--- src/rtl/vote_decision_unit_if.sv ---
// Handshake and data bundle between the vote decision unit, its requester and the
// dataset compare unit. The slave side is the decision unit itself.
interface vote_decision_unit_if #(
    parameter int MAX_DATASETS = 9
);
    logic                      start;
    logic [3:0]                used_datasets;
    logic [3:0]                quorum;
    logic                      cmp_done;
    logic [4*MAX_DATASETS-1:0] match_cnt;
    logic                      cmp_clear;
    logic                      cmp_en;
    logic                      busy;
    logic                      result_valid;
    logic                      pass;
    logic [3:0]                majority_idx;
    logic [MAX_DATASETS-1:0]   failure_mask;
    logic                      timeout;
    logic                      config_error;

    modport master (
        output start, used_datasets, quorum, cmp_done, match_cnt,
        input  cmp_clear, cmp_en, busy, result_valid, pass, majority_idx,
               failure_mask, timeout, config_error
    );

    modport slave (
        input  start, used_datasets, quorum, cmp_done, match_cnt,
        output cmp_clear, cmp_en, busy, result_valid, pass, majority_idx,
               failure_mask, timeout, config_error
    );
endinterface

--- src/rtl/vote_decision_unit.sv ---
// Sequences the dataset compare unit and scans its per-dataset match counts
// against a quorum, publishing pass/fail, first majority index and dissent mask.
module vote_decision_unit #(
    parameter int MAX_DATASETS   = 9,
    parameter int TIMEOUT_CYCLES = 64
) (
    input  logic                    clk,
    input  logic                    reset,
    vote_decision_unit_if.slave     bus
);
    localparam int         TMO_W    = $clog2(TIMEOUT_CYCLES + 1);
    localparam logic [4:0] MAX_N    = 5'(MAX_DATASETS);
    localparam logic [TMO_W-1:0] TMO_LAST = TMO_W'(TIMEOUT_CYCLES - 1);

    typedef enum logic [2:0] {
        ST_IDLE    = 3'd0,
        ST_CLEAR   = 3'd1,
        ST_COMPARE = 3'd2,
        ST_SCAN    = 3'd3,
        ST_REPORT  = 3'd4
    } state_t;

    state_t                  state_q, state_d;
    logic [3:0]              n_q, n_d;
    logic [3:0]              quorum_q, quorum_d;
    logic [3:0]              scan_idx_q, scan_idx_d;
    logic [TMO_W-1:0]        tmo_cnt_q, tmo_cnt_d;
    logic [MAX_DATASETS-1:0] work_mask_q, work_mask_d;
    logic                    found_q, found_d;
    logic [3:0]              work_idx_q, work_idx_d;
    logic                    pass_q, pass_d;
    logic [3:0]              majority_idx_q, majority_idx_d;
    logic [MAX_DATASETS-1:0] failure_mask_q, failure_mask_d;
    logic                    timeout_q, timeout_d;
    logic                    config_error_q, config_error_d;

    logic                    cfg_bad_s;
    logic [3:0]              cur_cnt_s;
    logic [4:0]              cur_sum_s;
    logic                    below_s;
    logic [MAX_DATASETS-1:0] n_mask_s;

    // Next-state, working-register and published-result logic.
    always_comb begin
        state_d        = state_q;
        n_d            = n_q;
        quorum_d       = quorum_q;
        scan_idx_d     = scan_idx_q;
        tmo_cnt_d      = tmo_cnt_q;
        work_mask_d    = work_mask_q;
        found_d        = found_q;
        work_idx_d     = work_idx_q;
        pass_d         = pass_q;
        majority_idx_d = majority_idx_q;
        failure_mask_d = failure_mask_q;
        timeout_d      = timeout_q;
        config_error_d = config_error_q;

        cfg_bad_s = (bus.used_datasets < 4'd2) || ({1'b0, bus.used_datasets} > MAX_N) ||
                    (bus.quorum == 4'd0) || (bus.quorum > bus.used_datasets);

        cur_cnt_s = 4'd0;
        for (int i = 0; i < MAX_DATASETS; i++) begin
            if (4'(i) == scan_idx_q) begin
                cur_cnt_s = bus.match_cnt[4*i +: 4];
            end else begin
                cur_cnt_s = cur_cnt_s;
            end
            n_mask_s[i] = (4'(i) < n_q);
        end
        // Widened so a count of 15 plus the dataset itself cannot wrap.
        cur_sum_s = {1'b0, cur_cnt_s} + 5'd1;
        below_s   = (cur_sum_s < {1'b0, quorum_q});

        case (state_q)
            ST_IDLE: begin
                if (bus.start) begin
                    n_d            = bus.used_datasets;
                    quorum_d       = bus.quorum;
                    pass_d         = 1'b0;
                    majority_idx_d = 4'd0;
                    failure_mask_d = '0;
                    timeout_d      = 1'b0;
                    config_error_d = cfg_bad_s;
                    state_d        = cfg_bad_s ? ST_REPORT : ST_CLEAR;
                end else begin
                    state_d = ST_IDLE;
                end
            end
            ST_CLEAR: begin
                scan_idx_d  = 4'd0;
                tmo_cnt_d   = '0;
                work_mask_d = '0;
                found_d     = 1'b0;
                work_idx_d  = 4'd0;
                state_d     = ST_COMPARE;
            end
            ST_COMPARE: begin
                tmo_cnt_d = tmo_cnt_q + 1'b1;
                if (bus.cmp_done) begin
                    state_d = ST_SCAN;
                end else if (tmo_cnt_q == TMO_LAST) begin
                    timeout_d      = 1'b1;
                    pass_d         = 1'b0;
                    majority_idx_d = 4'd0;
                    failure_mask_d = n_mask_s;
                    state_d        = ST_REPORT;
                end else begin
                    state_d = ST_COMPARE;
                end
            end
            ST_SCAN: begin
                scan_idx_d = scan_idx_q + 4'd1;
                for (int i = 0; i < MAX_DATASETS; i++) begin
                    if ((4'(i) == scan_idx_q) && below_s) begin
                        work_mask_d[i] = 1'b1;
                    end else begin
                        work_mask_d[i] = work_mask_q[i];
                    end
                end
                if (!below_s && !found_q) begin
                    found_d    = 1'b1;
                    work_idx_d = scan_idx_q;
                end else begin
                    found_d = found_q;
                end
                if (scan_idx_q == (n_q - 4'd1)) begin
                    pass_d         = found_d;
                    majority_idx_d = work_idx_d;
                    failure_mask_d = work_mask_d;
                    state_d        = ST_REPORT;
                end else begin
                    state_d = ST_SCAN;
                end
            end
            ST_REPORT: begin
                state_d = ST_IDLE;
            end
            default: begin
                state_d = ST_IDLE;
            end
        endcase
    end

    // State and result registers with synchronous reset.
    always_ff @(posedge clk) begin
        if (reset) begin
            state_q        <= ST_IDLE;
            n_q            <= 4'd0;
            quorum_q       <= 4'd0;
            scan_idx_q     <= 4'd0;
            tmo_cnt_q      <= '0;
            work_mask_q    <= '0;
            found_q        <= 1'b0;
            work_idx_q     <= 4'd0;
            pass_q         <= 1'b0;
            majority_idx_q <= 4'd0;
            failure_mask_q <= '0;
            timeout_q      <= 1'b0;
            config_error_q <= 1'b0;
        end else begin
            state_q        <= state_d;
            n_q            <= n_d;
            quorum_q       <= quorum_d;
            scan_idx_q     <= scan_idx_d;
            tmo_cnt_q      <= tmo_cnt_d;
            work_mask_q    <= work_mask_d;
            found_q        <= found_d;
            work_idx_q     <= work_idx_d;
            pass_q         <= pass_d;
            majority_idx_q <= majority_idx_d;
            failure_mask_q <= failure_mask_d;
            timeout_q      <= timeout_d;
            config_error_q <= config_error_d;
        end
    end

    // Control strobes decode straight from the registered state.
    assign bus.cmp_clear    = (state_q == ST_CLEAR);
    assign bus.cmp_en       = (state_q == ST_COMPARE);
    assign bus.busy         = (state_q != ST_IDLE);
    assign bus.result_valid = (state_q == ST_REPORT);
    assign bus.pass         = pass_q;
    assign bus.majority_idx = majority_idx_q;
    assign bus.failure_mask = failure_mask_q;
    assign bus.timeout      = timeout_q;
    assign bus.config_error = config_error_q;
endmodule

--- src/flat_wrapper.sv ---
// flat-port wrapper written by rule: the top's interface ports become plain ports
module vote_decision_unit_flat 
#(
    parameter int MAX_DATASETS   = 9,
    parameter int TIMEOUT_CYCLES = 64
)
  (clk, reset, bus_start, bus_used_datasets, bus_quorum, bus_cmp_done, bus_match_cnt, bus_cmp_clear, bus_cmp_en, bus_busy, bus_result_valid, bus_pass, bus_majority_idx, bus_failure_mask, bus_timeout, bus_config_error);
  vote_decision_unit_if #(.MAX_DATASETS(MAX_DATASETS)) bus_i ();
  input  logic clk;
  input  logic reset;
  input wire logic [$bits(bus_i.start)-1:0] bus_start;
  input wire logic [$bits(bus_i.used_datasets)-1:0] bus_used_datasets;
  input wire logic [$bits(bus_i.quorum)-1:0] bus_quorum;
  input wire logic [$bits(bus_i.cmp_done)-1:0] bus_cmp_done;
  input wire logic [$bits(bus_i.match_cnt)-1:0] bus_match_cnt;
  output wire logic [$bits(bus_i.cmp_clear)-1:0] bus_cmp_clear;
  output wire logic [$bits(bus_i.cmp_en)-1:0] bus_cmp_en;
  output wire logic [$bits(bus_i.busy)-1:0] bus_busy;
  output wire logic [$bits(bus_i.result_valid)-1:0] bus_result_valid;
  output wire logic [$bits(bus_i.pass)-1:0] bus_pass;
  output wire logic [$bits(bus_i.majority_idx)-1:0] bus_majority_idx;
  output wire logic [$bits(bus_i.failure_mask)-1:0] bus_failure_mask;
  output wire logic [$bits(bus_i.timeout)-1:0] bus_timeout;
  output wire logic [$bits(bus_i.config_error)-1:0] bus_config_error;
  assign bus_i.start = bus_start;
  assign bus_i.used_datasets = bus_used_datasets;
  assign bus_i.quorum = bus_quorum;
  assign bus_i.cmp_done = bus_cmp_done;
  assign bus_i.match_cnt = bus_match_cnt;
  assign bus_cmp_clear = bus_i.cmp_clear;
  assign bus_cmp_en = bus_i.cmp_en;
  assign bus_busy = bus_i.busy;
  assign bus_result_valid = bus_i.result_valid;
  assign bus_pass = bus_i.pass;
  assign bus_majority_idx = bus_i.majority_idx;
  assign bus_failure_mask = bus_i.failure_mask;
  assign bus_timeout = bus_i.timeout;
  assign bus_config_error = bus_i.config_error;
  vote_decision_unit #(.MAX_DATASETS(MAX_DATASETS), .TIMEOUT_CYCLES(TIMEOUT_CYCLES)) u_core (.clk(clk), .reset(reset), .bus(bus_i));
endmodule
--- config.mk ---
export PLATFORM = sky130hd
export DESIGN_NAME = vote_decision_unit_flat
export DESIGN_NICKNAME = d
export VERILOG_FILES = /design/src/rtl/vote_decision_unit_if.sv /design/src/rtl/vote_decision_unit.sv /design/src/flat_wrapper.sv
export SDC_FILE = /design/constraint.sdc
export NUM_CORES = 1
export LEC_CHECK = 0
export BUFFER_PORTS_ARGS = -buffer_cell sky130_fd_sc_hd__buf_4
export CORE_AREA = 2 2 85 87
export DETAILED_ROUTE_END_ITERATION = 7
export DIE_AREA = 0 0 87 89
export HOLD_SLACK_MARGIN = 0.08
export PLACE_DENSITY = 0.75
export SYNTH_ARGS = -nofsm -noshare
export SYNTH_HDL_FRONTEND = slang
export SYNTH_SLANG_ARGS = --single-unit
--- constraint.sdc ---
create_clock -name clk -period 3.7 [get_ports clk]
set_input_delay 0.37 -clock clk [delete_from_list [all_inputs] [get_ports clk]]
set_output_delay 0.37 -clock clk [all_outputs]
set_load 0.03 [all_outputs]
==> impl_metrics.json, run 1 <==
{
  "status": "finished with violations",
  "violations": "setup timing",
  "clk_pin_slew_worst_paths_ps": 100,
  "hpwl_um": 6790,
  "initial_core_util_pct": 49.4,
  "syn_avg_cell_area_um2": 7.48,
  "rows": 30,
  "syn-cell-area_mm2": 0.00332,
  "clock-sinks": 52,
  "drc_errors": 0,
  "grt_max_degree": 44,
  "die_w_um": 87,
  "layout_common_cells": "buf_4, nand2_1, dfxtp_1",
  "synth.net_count": 508,
  "rsz0062_at_grt": "true",
  "nNetsFinal": 583,
  "finalMaxSlewViolations": 0,
  "drt_wl_total_um": 9940,
  "min_period_ps": 3760,
  "worstSetupPathType": "flop to flop",
  "holdCritPathClass": "primary input to flop",
  "vias": 3602,
  "synthCells": 444,
  "antenna_cells": 0,
  "finalPower_uw": 1410,
  "core-area_mm2": 0.00672,
  "ir_drop_v": 0.000212,
  "clock.fmax_ghz": 0.266,
  "fin_crit_sh_pct": 102,
  "synth_flop_cell": "dfxtp_1",
  "powerDensity_mw_per_mm2": 319,
  "synth-seq-area-share_pct": 31.4,
  "wl_per_cell_um": 16.6,
  "place_area_mm2": 0.00394,
  "cts_max_path_buffers": 2,
  "arrival_ps": 4010,
  "ios": 68,
  "dr.pass1.iters": 5,
  "dp_slack_ps": -131,
  "max-cap-violations": 0,
  "hold_viol_final": 0,
  "final_common_cell": "buf_4",
  "worst_pin_slew_ps": 725,
  "die_area_mm2": 0.00774,
  "crit_path_start_kind": "flop",
  "setup_ws_ps": -60.4,
  "synth.distinct_cells": 54,
  "postLayoutCellArea_mm2": 0.00442,
  "antenna_left": 0,
  "crit_path_end_kind": "flop",
  "slew-limit-headroom_pct": 51.3,
  "cp_max_fo": 7,
  "synth_enable_flop_cells": 0,
  "antenna_found_initial": 0,
  "leakage_uw": 0.00175,
  "grt_pass1_vias": 3276,
  "yosysWarnings": 0,
  "area_growth_pct": 33.3,
  "postSynth.asyncResetShare_pct": 0,
  "grtUsageTotal_pct": 24.2,
  "critPathRequiredTime_ps": 3950,
  "dp.cells": 577,
  "cts_tree": "yes",
  "grt-ovfl-total": 0,
  "finalSetupViolations": 9,
  "fin_cells": 599,
  "cts_root_buf": "clkbuf_8",
  "drt_iter0_markers": 301,
  "hold_buffers": 0,
  "grt_pass1_wl_um": 15300,
  "cts_inserted_buffers": 5,
  "fin_skew_ps": 13.3,
  "vias_per_cell": 6.01,
  "die_y_um": 89,
  "clock_latency_ps": 310,
  "io_buffers": 67,
  "h-tree-depth": 2,
  "drive_above_1_share_pct": 28.9,
  "globalplace.congestion": 0.936,
  "synth-seq-cells": 52
}
[cell families after synthesis]
group | after synthesis | synth area share (%)
multiplexers | 5 | 1.51
buffers and inverters | 60 | 7.50
XOR/XNOR | 8 | 2.11
AO/OA/AOI/OAI | 133 | 26.7
adder cells (fa/ha/maj) | 16 | 6.03
flip-flops | 52 | 31.4
AND/OR/NAND/NOR | 170 | 24.8
[cells in the mapped netlist (4+ instances only)]
master,count,area share [%]
nor3b_1,4,0.90
a22oi_1,4,0.90
nand3_1,19,2.9
mux2i_1,5,1.5
nand2b_1,4,0.75
nand2_1,52,5.9
a211oi_1,5,1.1
o21ai_0,19,2.9
a31oi_1,11,2.1
a221oi_1,5,1.3
o211ai_1,10,2.3
a21oi_1,42,6.3
nor2_1,37,4.2
nand3b_1,5,1.1
o22ai_1,6,1.1
nor3_1,13,2.0
xor2_1,4,1.1
nor2b_1,10,1.9
o21a_1,6,1.4
or3_1,5,0.94
buf_2,7,1.1
dfxtp_1,52,31
clkbuf_1,27,3.1
nand4_1,8,1.5
xnor2_1,4,1.1
inv_1,24,2.7
ha_1,16,6.0
[final timing paths]
path	start	endpoint	slack, ps	depth (start not counted)
worst max-delay path	u_core.scan_idx_q[1]	u_core.bus.failure_mask[2]	-60	21
worst min-delay path	bus_quorum[2]	u_core.quorum_q[2]	320	3
worst max register to register	u_core.scan_idx_q[1]	u_core.bus.failure_mask[2]	-60	21
worst min register to register	u_core.work_mask_q[2]	u_core.work_mask_q[2]	460	2
[final cells by class]
class / instances / area (um^2)
clock buffer: 5 / 68.8
clock inverter: 2 / 60.1
fill: 562 / 2290
inverter: 24 / 92.6
multi-input combinational: 332 / 2200
sequential: 52 / 1050
tap: 80 / 100
timing repair buffer: 104 / 852
[power by group]
part / switching, uW / leakage (uW) / internal [uW] / total [uW]
sequential: 21.6 / 0.000423 / 573 / 595
combinational: 186 / 0.00126 / 175 / 361
clock: 190 / 0.0000642 / 266 / 456
[critical path: stages (launching register included)]
cell and delay [ps]:
dfxtp_4 380, inv_4 50, ha_4 170, buf_6 110, nand3b_1 170, a211oi_2 230
o32a_1 230, nor2_1 50, nor2_1 140, ha_2 220, xor2_1 160, ha_1 280
a211oi_2 230, o211a_1 180, o21a_1 140, o21ai_2 70, a32oi_2 180, buf_6 140
buf_12 120, buf_8 120, nand4_1 130, a31oi_1 200
[state kept, by name, summed over array words and instances, names as in the netlist]
name,count
u_core.bus.timeout,1
u_core.bus.config_error,1
u_core.work_idx_q,4
u_core.n_q,4
u_core.tmo_cnt_q,7
u_core.scan_idx_q,4
u_core.state_q,3
u_core.bus.failure_mask,9
u_core.work_mask_q,9
u_core.bus.pass,1
u_core.bus.majority_idx,4
u_core.found_q,1
u_core.quorum_q,4
[metal layers]
layer | vias up | global-route usage, % | routed length [um]
met1 | 1671 | 31.8 | 4330
met4 | 0 | 6.68 | 140
met2 | 182 | 42.0 | 4730
li1 | 1737 | - | -
met3 | 12 | 3.14 | 742
met5 | - | 0 | 0
[what timing repair did]
action	CTS	global route
cloned	2	0
resized for setup	14	40
buffers inserted	3	11
pin swaps	4	34
setup endpoints to repair	26	28
[metrics by stage]
step           hold WS (ps)  setup TNS [ps]  utilization (%)
6_report                322            -227             65.8
5_1_grt                 331           -3840             65.8
4_1_cts                 322               0             62.2
3_5_place_dp            446            -554             58.7
3_3_place_gp            438               0             58.7
2_1_floorplan           431               0                -
Power figures use the tool's default switching activity.
==> run 2, diff against run 1 <==
--- a/config.mk
+++ b/config.mk
@@ -5,7 +5,7 @@
 export SDC_FILE = /design/constraint.sdc
 export NUM_CORES = 1
 export LEC_CHECK = 0
-export BUFFER_PORTS_ARGS = -buffer_cell sky130_fd_sc_hd__buf_4
+export BUFFER_PORTS_ARGS = -buffer_cell sky130_fd_sc_hd__clkbuf_2
 export CORE_AREA = 2 2 85 87
 export DETAILED_ROUTE_END_ITERATION = 7
 export DIE_AREA = 0 0 87 89
==> run 2 against run 1 <==
The flow now finishes without violations. Flip-flop and latch count unchanged. Critical path depth is 2 lower. Final area fell by 7.2%. Via count shrank 2.9%. Sequential power is 0.7% lower. Routed wire length shrank 8.8%. Register-to-register slack improved by 180 ps. Largest cell class unchanged.
==> impl_metrics.json, run 2 (synthesis gave the netlist of run 1 again) <==
{
  "dp_slack_ps": -198,
  "grt_pass1_vias": 3213,
  "finalSetupViolations": 0,
  "max-cap-violations": 0,
  "antenna_cells": 0,
  "clock.fmax_ghz": 0.279,
  "cts_tree": "yes",
  "vias": 3498,
  "critPathRequiredTime_ps": 3930,
  "status": "completed",
  "nFillCells": 596,
  "power_frac_clock_pct": 30.5,
  "postLayoutCellArea_mm2": 0.00411,
  "p_seq_share_pct": 47.2,
  "crit_path_end_kind": "flop",
  "cts_max_path_buffers": 2,
  "rows": 30,
  "antenna_left": 0,
  "leakage_uw": 0.00166,
  "clk_pin_slew_worst_paths_ps": 100,
  "hold_viol_final": 0,
  "grt-ovfl-total": 0,
  "crit_path_start_kind": "flop",
  "wl_per_cell_um": 15.2,
  "hpwl_um": 6690,
  "slew-limit-headroom_pct": 40.2,
  "layout_common_cells": "clkbuf_2, nand2_1, dfxtp_1",
  "ios": 68,
  "finalPower_uw": 1250,
  "holdCritPathClass": "primary input to flop",
  "io_buffers": 67,
  "switching_power_uw": 363,
  "die_area_mm2": 0.00774,
  "ir_drop_v": 0.000278,
  "clock_latency_ps": 300,
  "clock-sinks": 52,
  "drt_iter0_markers": 236,
  "die_w_um": 87,
  "intPower_uw": 889,
  "area_growth_pct": 23.7,
  "vias_per_cell": 5.87,
  "grt_pass1_wl_um": 14900,
  "final.setup.tns_ps": 0,
  "holdWs_ps": 315,
  "cts_root_buf": "clkbuf_8",
  "finalMaxSlewViolations": 0,
  "antenna_found_initial": 0,
  "switching_share_pct": 29.0,
  "final_common_cell": "clkbuf_2",
  "powerDensity_mw_per_mm2": 305,
  "setup_ws_ps": 117,
  "worstSetupPathType": "flop to flop",
  "worst_pin_slew_ps": 897,
  "drive_above_1_share_pct": 26.7,
  "grtUsageTotal_pct": 23.6,
  "grt_max_degree": 44,
  "h-tree-depth": 2,
  "dr.pass1.iters": 5,
  "cts_inserted_buffers": 5,
  "cp_max_fo": 10,
  "arrival_ps": 3820,
  "core-area_mm2": 0.00672,
  "drt_wl_total_um": 9070,
  "nNetsFinal": 579,
  "pwr-share-comb_pct": 22.3,
  "die_y_um": 89,
  "globalplace.congestion": 0.888,
  "place_area_mm2": 0.00377,
  "rsz0062_at_grt": "true",
  "fin_skew_ps": 12.6,
  "initial_core_util_pct": 49.4,
  "drc_errors": 0,
  "fin_crit_sh_pct": 96.9,
  "min_period_ps": 3580
}
## run 2: cell types whose count changed in the layout (fill, tap and decap cells not counted), moves of 3 or more
cell      change
a21oi_1       +3
a41oi_2       -3
buf_4        -68
clkbuf_2     +67
a41oi_1       +3
## run 2: cell type report
type	instances	area, um^2	share of cell area (%)
Tap cell	80	100	2.44
Timing Repair Buffer	100	606	14.7
Multi-Input combinational cell	332	2150	52.2
Sequential cell	52	1050	25.5
Clock buffer	6	72.6	1.77
Clock inverter	2	35.0	0.853
Inverter	24	100	2.44
## run 2: repair_timing
action | CTS | global route
setup buffers | 3 | 6
endpoints found under the setup margin | 28 | 28
hold buffers | 0 | 0
gates cloned | 1 | 0
pin swaps | 3 | 18
gates resized for setup | 11 | 32
## run 2: per-stage QoR
step	utilization [%]	cells
2_1_floorplan	-	444
4_1_cts	58.6	590
3_5_place_dp	56.1	578
6_report	61.1	596
3_3_place_gp	56.1	578
5_1_grt	61.1	596
## run 2: power by group through the flow
stage	logic [uW]	registers, uW	clock network, uW
after floorplan	171	605	0
after global placement	238	605	0
after detailed placement	243	605	0
after CTS	260	592	387
after global routing	307	593	410
final	279	591	381
## run 2: path summary, 6_finish.rpt
path / from / endpoint / slack (ps) / depth (start not counted)
min: bus_used_datasets[0] / u_core.n_q[0] / 320 / 3
max: u_core.scan_idx_q[0] / u_core.bus.failure_mask[2] / 120 / 19
max reg2reg: u_core.scan_idx_q[0] / u_core.bus.failure_mask[2] / 120 / 19
min reg2reg: u_core.work_mask_q[5] / u_core.work_mask_q[5] / 470 / 2
## run 2: metal layers
layer  vias to the layer above  share of wire (%)  track usage, %
met2                       146                 47            40.9
met5                         -                  0               0
met3                        11                7.0            3.79
li1                       1735                  -               -
met4                         0                1.4            6.39
met1                      1606                 45            30.7
## run 2: worst max-delay path, stage by stage (launching register included)
cell and delay, ps:
dfxtp_4 410, inv_6 50, ha_4 160, buf_4 130
buf_4 160, nor2b_1 130, o22ai_1 140, a21oi_1 80
o21ai_0 600, xnor2_2 150, ha_2 210, a211oi_2 150
o211a_1 170, o21a_1 120, o21ai_2 60, a32oi_2 190
buf_6 160, buf_6 120, nand4_1 120, a31oi_1 230
==> run 3, diff against run 2 <==
==> constraint.sdc (replaced) <==
create_clock -name clk -period 3.2 [get_ports clk]
set_input_delay 0.32 -clock clk [delete_from_list [all_inputs] [get_ports clk]]
set_output_delay 0.32 -clock clk [all_outputs]
set_load 0.03 [all_outputs]
==> run 3 against run 2 <==
The run now ends with setup timing left. Largest power group unchanged. First-iteration DRC count down 5.5%. Die area is the same. Worst setup slack got worse by 570 ps. Final cell count is 5.4% higher. Combinational power is 49% higher. Final area grew 9.0%. Highest routed layer unchanged. Fmax is 1.9% lower.
==> impl_metrics.json, run 3 (synthesis gave the netlist of run 1 again) <==
{
  "fin_crit_sh_pct": 114,
  "layout_common_cells": "clkbuf_2, buf_4, nand2_1",
  "rsz0062_at_grt": "true",
  "hpwl_um": 6820,
  "nFillCells": 579,
  "fin_util_pct": 66.6,
  "wl_per_cell_um": 15.6,
  "grt-ovfl-total": 0,
  "worst_r2r_startpoint": "u_core.scan_idx_q[1]",
  "finalSetupViolations": 28,
  "cp_max_fo": 8,
  "ir_drop_v": 0.000308,
  "switching_share_pct": 29.0,
  "cts_root_buf": "clkbuf_8",
  "drt_wl_total_um": 9820,
  "ios": 68,
  "p_seq_share_pct": 43.9,
  "arrival_ps": 3880,
  "die_area_mm2": 0.00774,
  "ff2ff_setup_slack_ps": -450,
  "core-area_mm2": 0.00672,
  "whs_path_depth": 3,
  "setup_ws_ps": -452,
  "violations": "setup timing",
  "clock-sinks": 52,
  "regArea_mm2": 0.00105,
  "min-delay-start": "bus_used_datasets[0]",
  "antenna_found_initial": 0,
  "grtUsageTotal_pct": 25.6,
  "finalPower_uw": 1560,
  "vias": 3670,
  "h-tree-depth": 2,
  "min_period_ps": 3650,
  "grt_pass1_vias": 3489,
  "rows": 30,
  "hold_path_end": "u_core.n_q[0]",
  "nNetsFinal": 611,
  "slew-limit-headroom_pct": 54.6,
  "leakage_uw": 0.00184,
  "drt_iter0_markers": 223,
  "cts_max_path_buffers": 2,
  "pwr-share-comb_pct": 26.7,
  "critPathRequiredTime_ps": 3420,
  "grt_max_degree": 43,
  "worstSetupPathType": "flop to flop",
  "globalplace.congestion": 0.929,
  "io_buffers": 67,
  "worst_pin_slew_ps": 676,
  "worstReg2RegEnd": "u_core.work_idx_q[1]",
  "vias_per_cell": 5.84,
  "fin_skew_ps": 5.16,
  "holdCritPathClass": "primary input to flop",
  "die_y_um": 89,
  "antenna_cells": 0,
  "reg2reg_depth": 19,
  "crit_path_start_kind": "flop",
  "intPower_uw": 1100,
  "clk_pin_slew_worst_paths_ps": 90,
  "multi_input_area_mm2": 0.00221,
  "crit_path_end_kind": "flop",
  "clock_latency_ps": 300,
  "drive_above_1_share_pct": 31.8,
  "status": "finished with violations",
  "cts_tree": "yes",
  "powerDensity_mw_per_mm2": 348,
  "cts_inserted_buffers": 5,
  "antenna_left": 0,
  "hold_viol_final": 0,
  "finalMaxSlewViolations": 0,
  "die_w_um": 87,
  "clock.fmax_ghz": 0.274,
  "final_common_cell": "clkbuf_2",
  "switching_power_uw": 452,
  "drc_errors": 0,
  "dr.pass1.iters": 5,
  "max-cap-violations": 0,
  "power_frac_clock_pct": 29.4,
  "initial_core_util_pct": 49.4,
  "grt_pass1_wl_um": 16000,
  "final.setup.tns_ps": -10030,
  "area_growth_pct": 34.9
}
run 3: area by class of cell:
class	instances	share of cell area, %
inverters	24	2.12
multi-input cells	332	49.4
clock buffers	8	2.71
well taps	80	2.24
repair buffers	132	20.1
flip-flops and latches	52	23.4
run 3: worst max-delay path by stage:
stage,start,to,slack [ps],cells after the start
after floorplan,u_core.scan_idx_q[1],u_core.bus.failure_mask[3],-190,18
after global placement,u_core.scan_idx_q[0],u_core.bus.failure_mask[0],-280,18
after detailed placement,u_core.scan_idx_q[0],u_core.bus.failure_mask[0],-400,18
after CTS,u_core.scan_idx_q[1],u_core.bus.failure_mask[0],-340,17
after global routing,u_core.scan_idx_q[1],u_core.bus.failure_mask[0],-620,17
final,u_core.scan_idx_q[1],u_core.work_idx_q[1],-450,19
run 3: per-layer routing:
metal	wire length, um	global-route usage (%)	vias up
met5	0	0	-
met4	147	9.09	0
met3	597	3.69	15
met2	4850	46.1	168
met1	4230	31.1	1691
li1	-	-	1796
run 3: metrics by stage:
stage	worst slack, ps	cell area, um^2	std cells	hold slack (ps)
4_1_cts	-345	4370	625	249
3_5_place_dp	-396	3990	600	448
3_3_place_gp	-275	3990	600	441
6_report	-452	4480	628	257
2_1_floorplan	-192	3400	444	431
5_1_grt	-615	4480	628	250
run 3: worst max-delay path: stages, from the launching register on:
cell and delay (ps):
dfxtp_4 380, inv_4 50, ha_4 190, nor2b_4 180, a221oi_2 70, or4_4 500
a211oi_4 300, nand3_1 130, xnor2_1 190, ha_2 210, a211oi_2 40, o211a_1 100
o21a_1 90, o21ai_1 90, a32oi_2 80, buf_6 140, buf_4 140, buf_6 130
or3_1 340, a31oi_1 210
run 3: power groups by stage:
| stage | Sequential [uW] | Clock [uW] | Combinational [uW] |
|---|---|---|---|
| 4_1_cts | 683 | 465 | 387 |
| 5_1_grt | 687 | 491 | 450 |
| 2_1_floorplan | 698 | 0 | 209 |
| 3_5_place_dp | 699 | 0 | 298 |
| 3_3_place_gp | 698 | 0 | 293 |
| 6_report | 684 | 458 | 415 |
run 3: timing repair:
action,CTS,global route
resized for setup,21,15
setup buffers,15,6
setup endpoints to repair,28,28
cloned,3,0
pin swaps,28,20
hold endpoints to repair,0,0
hold buffers,0,0
